$ cat src/rtl/pipe_pkg.sv
// Shared types and sizing helpers for the elastic pipeline register chain.
package pipe_pkg;

    localparam int MAX_STAGES = 4;

    // Per-slot control: valid of the word offered to the slot, and its load enable.
    typedef struct packed {
        logic valid;
        logic load;
    } slot_ctrl_t;

    function automatic int occ_width(input int stages);
        return $clog2(stages + 2);
    endfunction

endpackage

$ cat src/rtl/pipe_slot.sv
// One valid+data pipeline register; data only changes when a valid word is loaded.
module pipe_slot
    import pipe_pkg::*;
#(
    parameter int WIDTH = 32
) (
    input  logic             clk,
    input  logic             reset,
    input  logic             flush_i,
    input  slot_ctrl_t       ctrl_i,
    input  logic [WIDTH-1:0] data_i,
    output logic             valid_o,
    output logic [WIDTH-1:0] data_o
);
    logic             valid_q, valid_d;
    logic [WIDTH-1:0] data_q, data_d;

    always_comb begin
        valid_d = valid_q;
        data_d  = data_q;
        if (flush_i) begin
            valid_d = 1'b0;
            data_d  = '0;
        end else if (ctrl_i.load) begin
            valid_d = ctrl_i.valid;
            if (ctrl_i.valid) begin
                data_d = data_i;
            end
        end
    end

    always_ff @(posedge clk or posedge reset) begin
        if (reset) begin
            valid_q <= 1'b0;
            data_q  <= '0;
        end else begin
            valid_q <= valid_d;
            data_q  <= data_d;
        end
    end

    assign valid_o = valid_q;
    assign data_o  = data_q;

endmodule

$ cat src/rtl/pipe_stage_chain.sv
// Elastic valid/ready register chain with bubble collapse, flush and occupancy count.
// Define PIPE_STAGE_CHAIN_SKID_EN to add a skid entry that makes in_ready a registered signal.
module pipe_stage_chain
    import pipe_pkg::*;
#(
    parameter int WIDTH  = 32,
    parameter int STAGES = 2
) (
    input  logic                        clk,
    input  logic                        reset,
    input  logic                        in_valid,
    output logic                        in_ready,
    input  logic [WIDTH-1:0]            in_data,
    output logic                        out_valid,
    input  logic                        out_ready,
    output logic [WIDTH-1:0]            out_data,
    input  logic                        flush,
    output logic [$clog2(STAGES+2)-1:0] occupancy
);
    localparam int OCC_W = occ_width(STAGES);

    if (STAGES < 1 || STAGES > MAX_STAGES) begin : g_bad_stages
        $error("pipe_stage_chain: STAGES=%0d outside 1..%0d", STAGES, MAX_STAGES);
    end

    slot_ctrl_t [STAGES-1:0] ctrl;
    logic [STAGES-1:0]       valid;
    logic [STAGES-1:0]       load;
    logic [WIDTH-1:0]        slot_data [STAGES];
    logic                    go, ahead_valid, adv;
    logic                    in_hs, out_hs;
    logic                    head_valid;
    logic [WIDTH-1:0]        head_data;
    logic [OCC_W-1:0]        occ_q, occ_d;

    // Walk from the output back: a slot advances when the slot ahead is empty or advancing too.
    always_comb begin
        load        = '0;
        go          = out_ready;
        ahead_valid = 1'b1;
        adv         = 1'b0;
        for (int i = STAGES - 1; i >= 0; i--) begin
            adv         = valid[i] & (~ahead_valid | go);
            load[i]     = ~valid[i] | adv;
            go          = adv;
            ahead_valid = valid[i];
        end
    end

`ifdef PIPE_STAGE_CHAIN_SKID_EN
    slot_ctrl_t       skid_ctrl;
    logic             skid_valid;
    logic [WIDTH-1:0] skid_data;

    // The skid entry captures a word only when slot 0 is blocked, and drains as soon as slot 0 loads.
    assign in_ready   = ~skid_valid & ~reset;
    assign in_hs      = in_valid & in_ready;
    assign skid_ctrl  = '{valid: in_hs & ~skid_valid & ~load[0], load: ~skid_valid | load[0]};
    assign head_valid = skid_valid | in_hs;
    assign head_data  = skid_valid ? skid_data : in_data;

    pipe_slot #(.WIDTH(WIDTH)) u_skid (
        .clk     (clk),
        .reset   (reset),
        .flush_i (flush),
        .ctrl_i  (skid_ctrl),
        .data_i  (in_data),
        .valid_o (skid_valid),
        .data_o  (skid_data)
    );
`else
    assign in_ready   = load[0] & ~reset;
    assign in_hs      = in_valid & in_ready;
    assign head_valid = in_hs;
    assign head_data  = in_data;
`endif

    for (genvar gi = 0; gi < STAGES; gi++) begin : g_slot
        logic             src_valid;
        logic [WIDTH-1:0] src_data;

        if (gi == 0) begin : g_head
            assign src_valid = head_valid;
            assign src_data  = head_data;
        end else begin : g_link
            assign src_valid = valid[gi-1];
            assign src_data  = slot_data[gi-1];
        end

        assign ctrl[gi] = '{valid: src_valid, load: load[gi]};

        pipe_slot #(.WIDTH(WIDTH)) u_slot (
            .clk     (clk),
            .reset   (reset),
            .flush_i (flush),
            .ctrl_i  (ctrl[gi]),
            .data_i  (src_data),
            .valid_o (valid[gi]),
            .data_o  (slot_data[gi])
        );
    end

    assign out_valid = valid[STAGES-1];
    assign out_data  = slot_data[STAGES-1];
    assign out_hs    = out_valid & out_ready;

    always_comb begin
        occ_d = occ_q;
        if (flush) begin
            occ_d = '0;
        end else if (in_hs & ~out_hs) begin
            occ_d = occ_q + OCC_W'(1);
        end else if (out_hs & ~in_hs) begin
            occ_d = occ_q - OCC_W'(1);
        end
    end

    always_ff @(posedge clk or posedge reset) begin
        if (reset) begin
            occ_q <= '0;
        end else begin
            occ_q <= occ_d;
        end
    end

    assign occupancy = occ_q;

endmodule

$ cat config.mk
export PLATFORM = sky130hd
export DESIGN_NAME = pipe_stage_chain
export DESIGN_NICKNAME = d
export VERILOG_FILES = /design/src/rtl/pipe_pkg.sv /design/src/rtl/pipe_slot.sv /design/src/rtl/pipe_stage_chain.sv
export SDC_FILE = /design/constraint.sdc
export NUM_CORES = 1
export LEC_CHECK = 0
export CAP_MARGIN = 10
export CORE_ASPECT_RATIO = 0.9
export CORE_MARGIN = 4
export CORE_UTILIZATION = 35
export CTS_CLUSTER_DIAMETER = 120
export DETAILED_ROUTE_END_ITERATION = 12
export SLEW_MARGIN = 20
export SYNTH_ARGS = -nofsm -noshare
export SYNTH_HDL_FRONTEND = slang
export SYNTH_HIERARCHICAL = 1
export SYNTH_SLANG_ARGS = --single-unit
$ cat constraint.sdc
create_clock -name clk -period 1.65 [get_ports clk]
set_input_delay 0.2475 -clock clk [delete_from_list [all_inputs] [get_ports clk]]
set_output_delay 0.2475 -clock clk [all_outputs]
set_load 0.01 [all_outputs]
; ---- After elaboration in Yosys (flattened, before gate mapping)
; Cells that the tools add are included.
[word_totals]
regBits = 68
in_bits = 37
out_inout_bits = 36
word_cells = 40
[op_classes]
add_sub_neg = 2
muxes = 13
n_bitwise = 13
reduce_logical = 7
[ops]
columns = op, n
row1 = two-way mux 32 bit, 6
row2 = nonzero test 2 bit, 4
row3 = AND 1 bit, 6
row4 = two-way mux 2 bit, 3
row5 = NOT 1 bit, 5
row6 = two-way mux 1 bit, 4
row7 = AND reduction 2 bit, 2
row8 = nonzero test 3 bit, 1
row9 = "adder 2 x 1 -> 2 bit, second input constant", 1
row10 = bitwise OR 1 bit, 2
row11 = "subtractor 2 x 1 -> 2 bit, second input constant", 1

; ---- Longest topological paths before layout
[depth]
ltp_word = 11
depth_mapped = 7
ltp_nobuf = 5

; ---- Cells and area by module
; Netlist, hierarchy kept.
[modules_own_cells]
columns = mod, instances, cells_each, area_each_um2, seq_area_each_um2
row1 = pipe_slot, 2, 150, 1679.1, 825.8
row2 = pipe_stage_chain, 1, 21, 176.4, 50.0

; ---- Worst setup path before layout
; No wires, ideal clock.
[synth_timing]
path_kind = reg2reg
startpoint = register g_slot[1].u_slot.valid_q
endpoint = register g_slot[0].u_slot.data_q[16]
setup_ps = 73
t_arrival_ps = 1316
required_time_ps = 1577
slack_ps = 261
stages_incl_launch_ff = 8
path_buffers = 2
period_less_slack_ps = 1389
cell_sequence = dfrtp_1 nand2b_1 nor2_1 nor2_1 buf_6 buf_6 a21bo_1 a21oi_2
[synth_rtl]
columns = element, line_no
row1 = start: declaration, pipe_slot.sv:15  ; logic valid_q, valid_d;
row2 = start signal: assignment, pipe_slot.sv:37  ; valid_q <= valid_d;
row3 = end signal: assignment, pipe_slot.sv:38  ; data_q <= data_d;
row4 = end: declaration, pipe_slot.sv:16  ; logic [WIDTH-1:0] data_q, data_d;

==> results.rst <==
.. list-table::
   :header-rows: 1

   * - Metric
     - Value
   * - Maximum number of pins on one net before global-route repair
     - 66
   * - Synthesized Nets
     - 358
   * - Sequential cell area fraction in the yosys report
     - 48.14%
   * - Number of inserted diodes
     - 0
   * - Number of input and output port buffers inserted
     - 72
   * - Final-layout fill cell count
     - 932
   * - Headroom to the max-slew limit
     - 54.24%
   * - Static power due to leakage
     - 1.879 nW
   * - Overall track demand over capacity in global routing
     - 14.73%
   * - Site Rows
     - 34
   * - Mapped Cells
     - 321
   * - Largest fanout on the critical path
     - 2
   * - Buffers from clock root to sink, at most
     - 2
   * - Critical path endpoint
     - in_ready
   * - Hold Crit Class
     - input pin to asynchronous set/reset pin
   * - Internal power
     - 2.612 mW
   * - Final Instance Area
     - 0.004546 mm2
   * - R2r worst-path depth
     - 3
   * - Number of H-tree branching levels
     - 3
   * - Detailed placer's ending HPWL
     - 5.121 mm
   * - Mapped Avg Cell Area
     - 11.01 um2
   * - Required time of the worst setup path
     - 1.40 ns
   * - WS Path Type
     - input pin to output pin
   * - First element of the critical path
     - out_ready
   * - First drt pass iteration count
     - 4
   * - Remaining design rule violation count
     - 0
   * - Portion of total power attributed to the clock network
     - 37.9%
   * - Area post-placement
     - 0.004357 mm2
   * - Clock Latency Late Sink
     - 0.33 ns
   * - Vias
     - 2622
   * - Hold violation count in the final report
     - 0
   * - TritonCTS buffer count
     - 9
   * - Cell at the root of the clock tree
     - sky130_fd_sc_hd__clkbuf_8
   * - 1st-iter DRT viols
     - 201
   * - Share of power burned in registers
     - 50.4%
   * - VDD IR max
     - 0.0003302 V
   * - Average via count per standard cell
     - 5.072
   * - Die Area
     - 0.01177 mm2
   * - Routability-driven placement congestion ratio
     - 0.7113
   * - Max-slew violation count
     - 0
   * - Comb power frac
     - 11.8%
   * - Dpl cells
     - 501
   * - Critical Path AT
     - 1.31 ns
   * - Placeable Area
     - 0.009742 mm2
   * - Post-synth cell types
     - 21
   * - Cell area after synthesis
     - 0.003535 mm2
   * - Power per cell area
     - 761.3 mW/mm2
   * - Number of antenna violations at the first check in global routing
     - 0
   * - Final setup skew
     - 0.01003 ns
   * - Number of clock sinks
     - 68
   * - Wire length of the first global-routing pass
     - 13.80 mm
   * - Maximum Capacitance Violations
     - 0
   * - Endpoint type of the worst setup path
     - output pin
   * - WL/cell
     - 15.91 um
   * - I/O pin count
     - 73
   * - Finished Layout Cells
     - 517
   * - Drt total wl
     - 8.223 mm
   * - Global-route congestion overflow total
     - 0
   * - Total of warnings raised by yosys
     - 6
   * - Number of global-route vias before repair
     - 2678
   * - Critical Path Start Type
     - input pin
   * - Shortest period the worst path allows
     - 1.555 ns
   * - Synth-to-layout area growth
     - 28.60%
   * - Net switching share of the total power
     - 24.51%
   * - Final period util
     - 94.22%
   * - Terminus of the critical flop-to-flop path
     - g_slot[1].u_slot/data_o[24]
   * - R2r setup slk
     - 0.22 ns
   * - Clock-pin slew on the worst setup and hold paths
     - 0.07 ns
   * - Setup Buffers After CTS
     - 0
   * - Tightest Pin Transition
     - 0.6864 ns
   * - Post-layout net count
     - 423
   * - X dimension of the die
     - 113.9 um
   * - Synth Register Bits
     - 68
   * - Initial standard-cell utilization of the core
     - 36.28%
   * - CTS tree
     - yes
   * - Count of antenna-violating nets left after detailed routing
     - 0
   * - Sw Pwr
     - 0.8482 mW
   * - Share of layout cells above drive strength 1
     - 22.25%
   * - Die Y-Extent
     - 103.3 um
   * - Final setup violation count
     - 0
   * - Status
     - complete, no violations
   * - Source of the worst register-to-register timing path
     - g_slot[0].u_slot/valid_o
   * - Power consumption
     - 3.460 mW
   * - Highest achievable clock rate
     - 643.2 MHz
## critical path: stages
cell and delay [ns]:
sky130_fd_sc_hd__clkdlybuf4s50_1 0.41, sky130_fd_sc_hd__nand2b_2 0.19, sky130_fd_sc_hd__nor2_2 0.11, sky130_fd_sc_hd__nor2_1 0.06, sky130_fd_sc_hd__dlygate4sd2_1 0.28
## kinds of logic after synthesis
kind of cell	count (synthesis)	share of synthesized area [%]
buf+inv	41	7.965
simple gates	77	11.12
flops	68	48.14
mux	4	1.274
xor+xnor	1	0.2478
compound gates	130	31.26
## layer usage
metal | vias to the layer above | routed length, um | GRT usage, %
li1 | 1267 | - | -
met1 | 1302 | 4014 | 20.01
met2 | 51 | 3822 | 22.77
met3 | 2 | 337 | 4.596
met4 | 0 | 48 | 4.384
met5 | - | 0 | 0
## timing repair
| item | in CTS | in global routing |
|---|---|---|
| hold buffers | 0 | 0 |
| setup endpoints to repair | 1 | 3 |
| endpoints found under the hold margin | 0 | 0 |
| gates resized for setup | 1 | 3 |
## cell type report
class | count | area, um2 | share of cell area (%)
clock buffers | 11 | 131.4 | 2.890
clock inverters | 5 | 52.55 | 1.156
inverters | 5 | 18.77 | 0.4129
multi-input cells | 212 | 1564 | 34.41
flip-flops and latches | 68 | 1704 | 37.49
well taps | 126 | 157.7 | 3.468
repair buffers | 90 | 917.1 | 20.18
## power by group through the flow
stage	Combinational [mW]	Sequential (mW)	Clock (mW)
final	0.408	1.74	1.31
after floorplan	0.234	1.77	0
after global routing	0.449	1.75	1.45
after detailed placement	0.416	1.77	0
after CTS	0.416	1.74	1.37
after global placement	0.412	1.77	0
## synth_stat cells
cell type	number	area share (%)
sky130_fd_sc_hd__inv_1	5	0.53
sky130_fd_sc_hd__o21a_1	1	0.21
sky130_fd_sc_hd__nand2b_1	1	0.18
sky130_fd_sc_hd__a21oi_1	30	4.2
sky130_fd_sc_hd__nor2_1	8	0.85
sky130_fd_sc_hd__dfrtp_1	68	48
sky130_fd_sc_hd__nor2b_1	1	0.18
sky130_fd_sc_hd__buf_6	12	3.8
sky130_fd_sc_hd__mux2_4	1	0.42
sky130_fd_sc_hd__a21oi_2	35	8.7
sky130_fd_sc_hd__nand2_1	1	0.11
sky130_fd_sc_hd__xnor2_1	1	0.25
sky130_fd_sc_hd__buf_4	4	0.85
sky130_fd_sc_hd__a21bo_2	10	2.8
sky130_fd_sc_hd__nor3b_2	1	0.35
sky130_fd_sc_hd__nand2b_4	1	0.39
sky130_fd_sc_hd__mux2i_1	3	0.85
sky130_fd_sc_hd__nand3_1	64	9.1
sky130_fd_sc_hd__a21bo_1	54	15
sky130_fd_sc_hd__buf_2	18	2.5
sky130_fd_sc_hd__clkbuf_1	2	0.21
## sequential cells by signal (all words and copies together) (netlist names)
signal                 count
occupancy                  2
g_slot.u_slot/data_o      64
g_slot.u_slot/valid_o      2
## metrics by stage
| step | setup TNS [ns] | hold slack (ns) | worst slack [ns] | utilization (%) |
|---|---|---|---|---|
| after floorplan | 0 | -0.01132 | 0.2609 | - |
| after global placement | -5.914 | 0.5197 | -0.1647 | 44.72 |
| after detailed placement | -5.657 | 0.5166 | -0.1670 | 44.72 |
| after CTS | 0 | 0.2482 | 0.01749 | 46.60 |
| after global routing | -0.002464 | 0.2605 | -0.002464 | 46.66 |
| final | 0 | 0.2662 | 0.09531 | 46.66 |
## worst min path at each step
stage | start | endpoint | depth (start not counted)
after floorplan | reset | occupancy[0] | 1
after global placement | g_slot[0].u_slot/data_o[4] | g_slot[1].u_slot/data_o[4] | 2
after detailed placement | g_slot[0].u_slot/data_o[4] | g_slot[1].u_slot/data_o[4] | 2
after CTS | reset | occupancy[1] | 3
after global routing | reset | occupancy[1] | 3
final | reset | occupancy[1] | 3
## placed cells by master, fill, tap and decap left out, drive strengths merged, types with 2 or more instances in the layout
master         count
clkbuf            11
nand3             64
buf               19
nand2b             2
inv                5
clkdlybuf4s50     69
dfrtp             68
mux2i              3
clkinv             3
nor2               8
a21bo             64
a21oi             65
(Power assumes the default switching activity.)
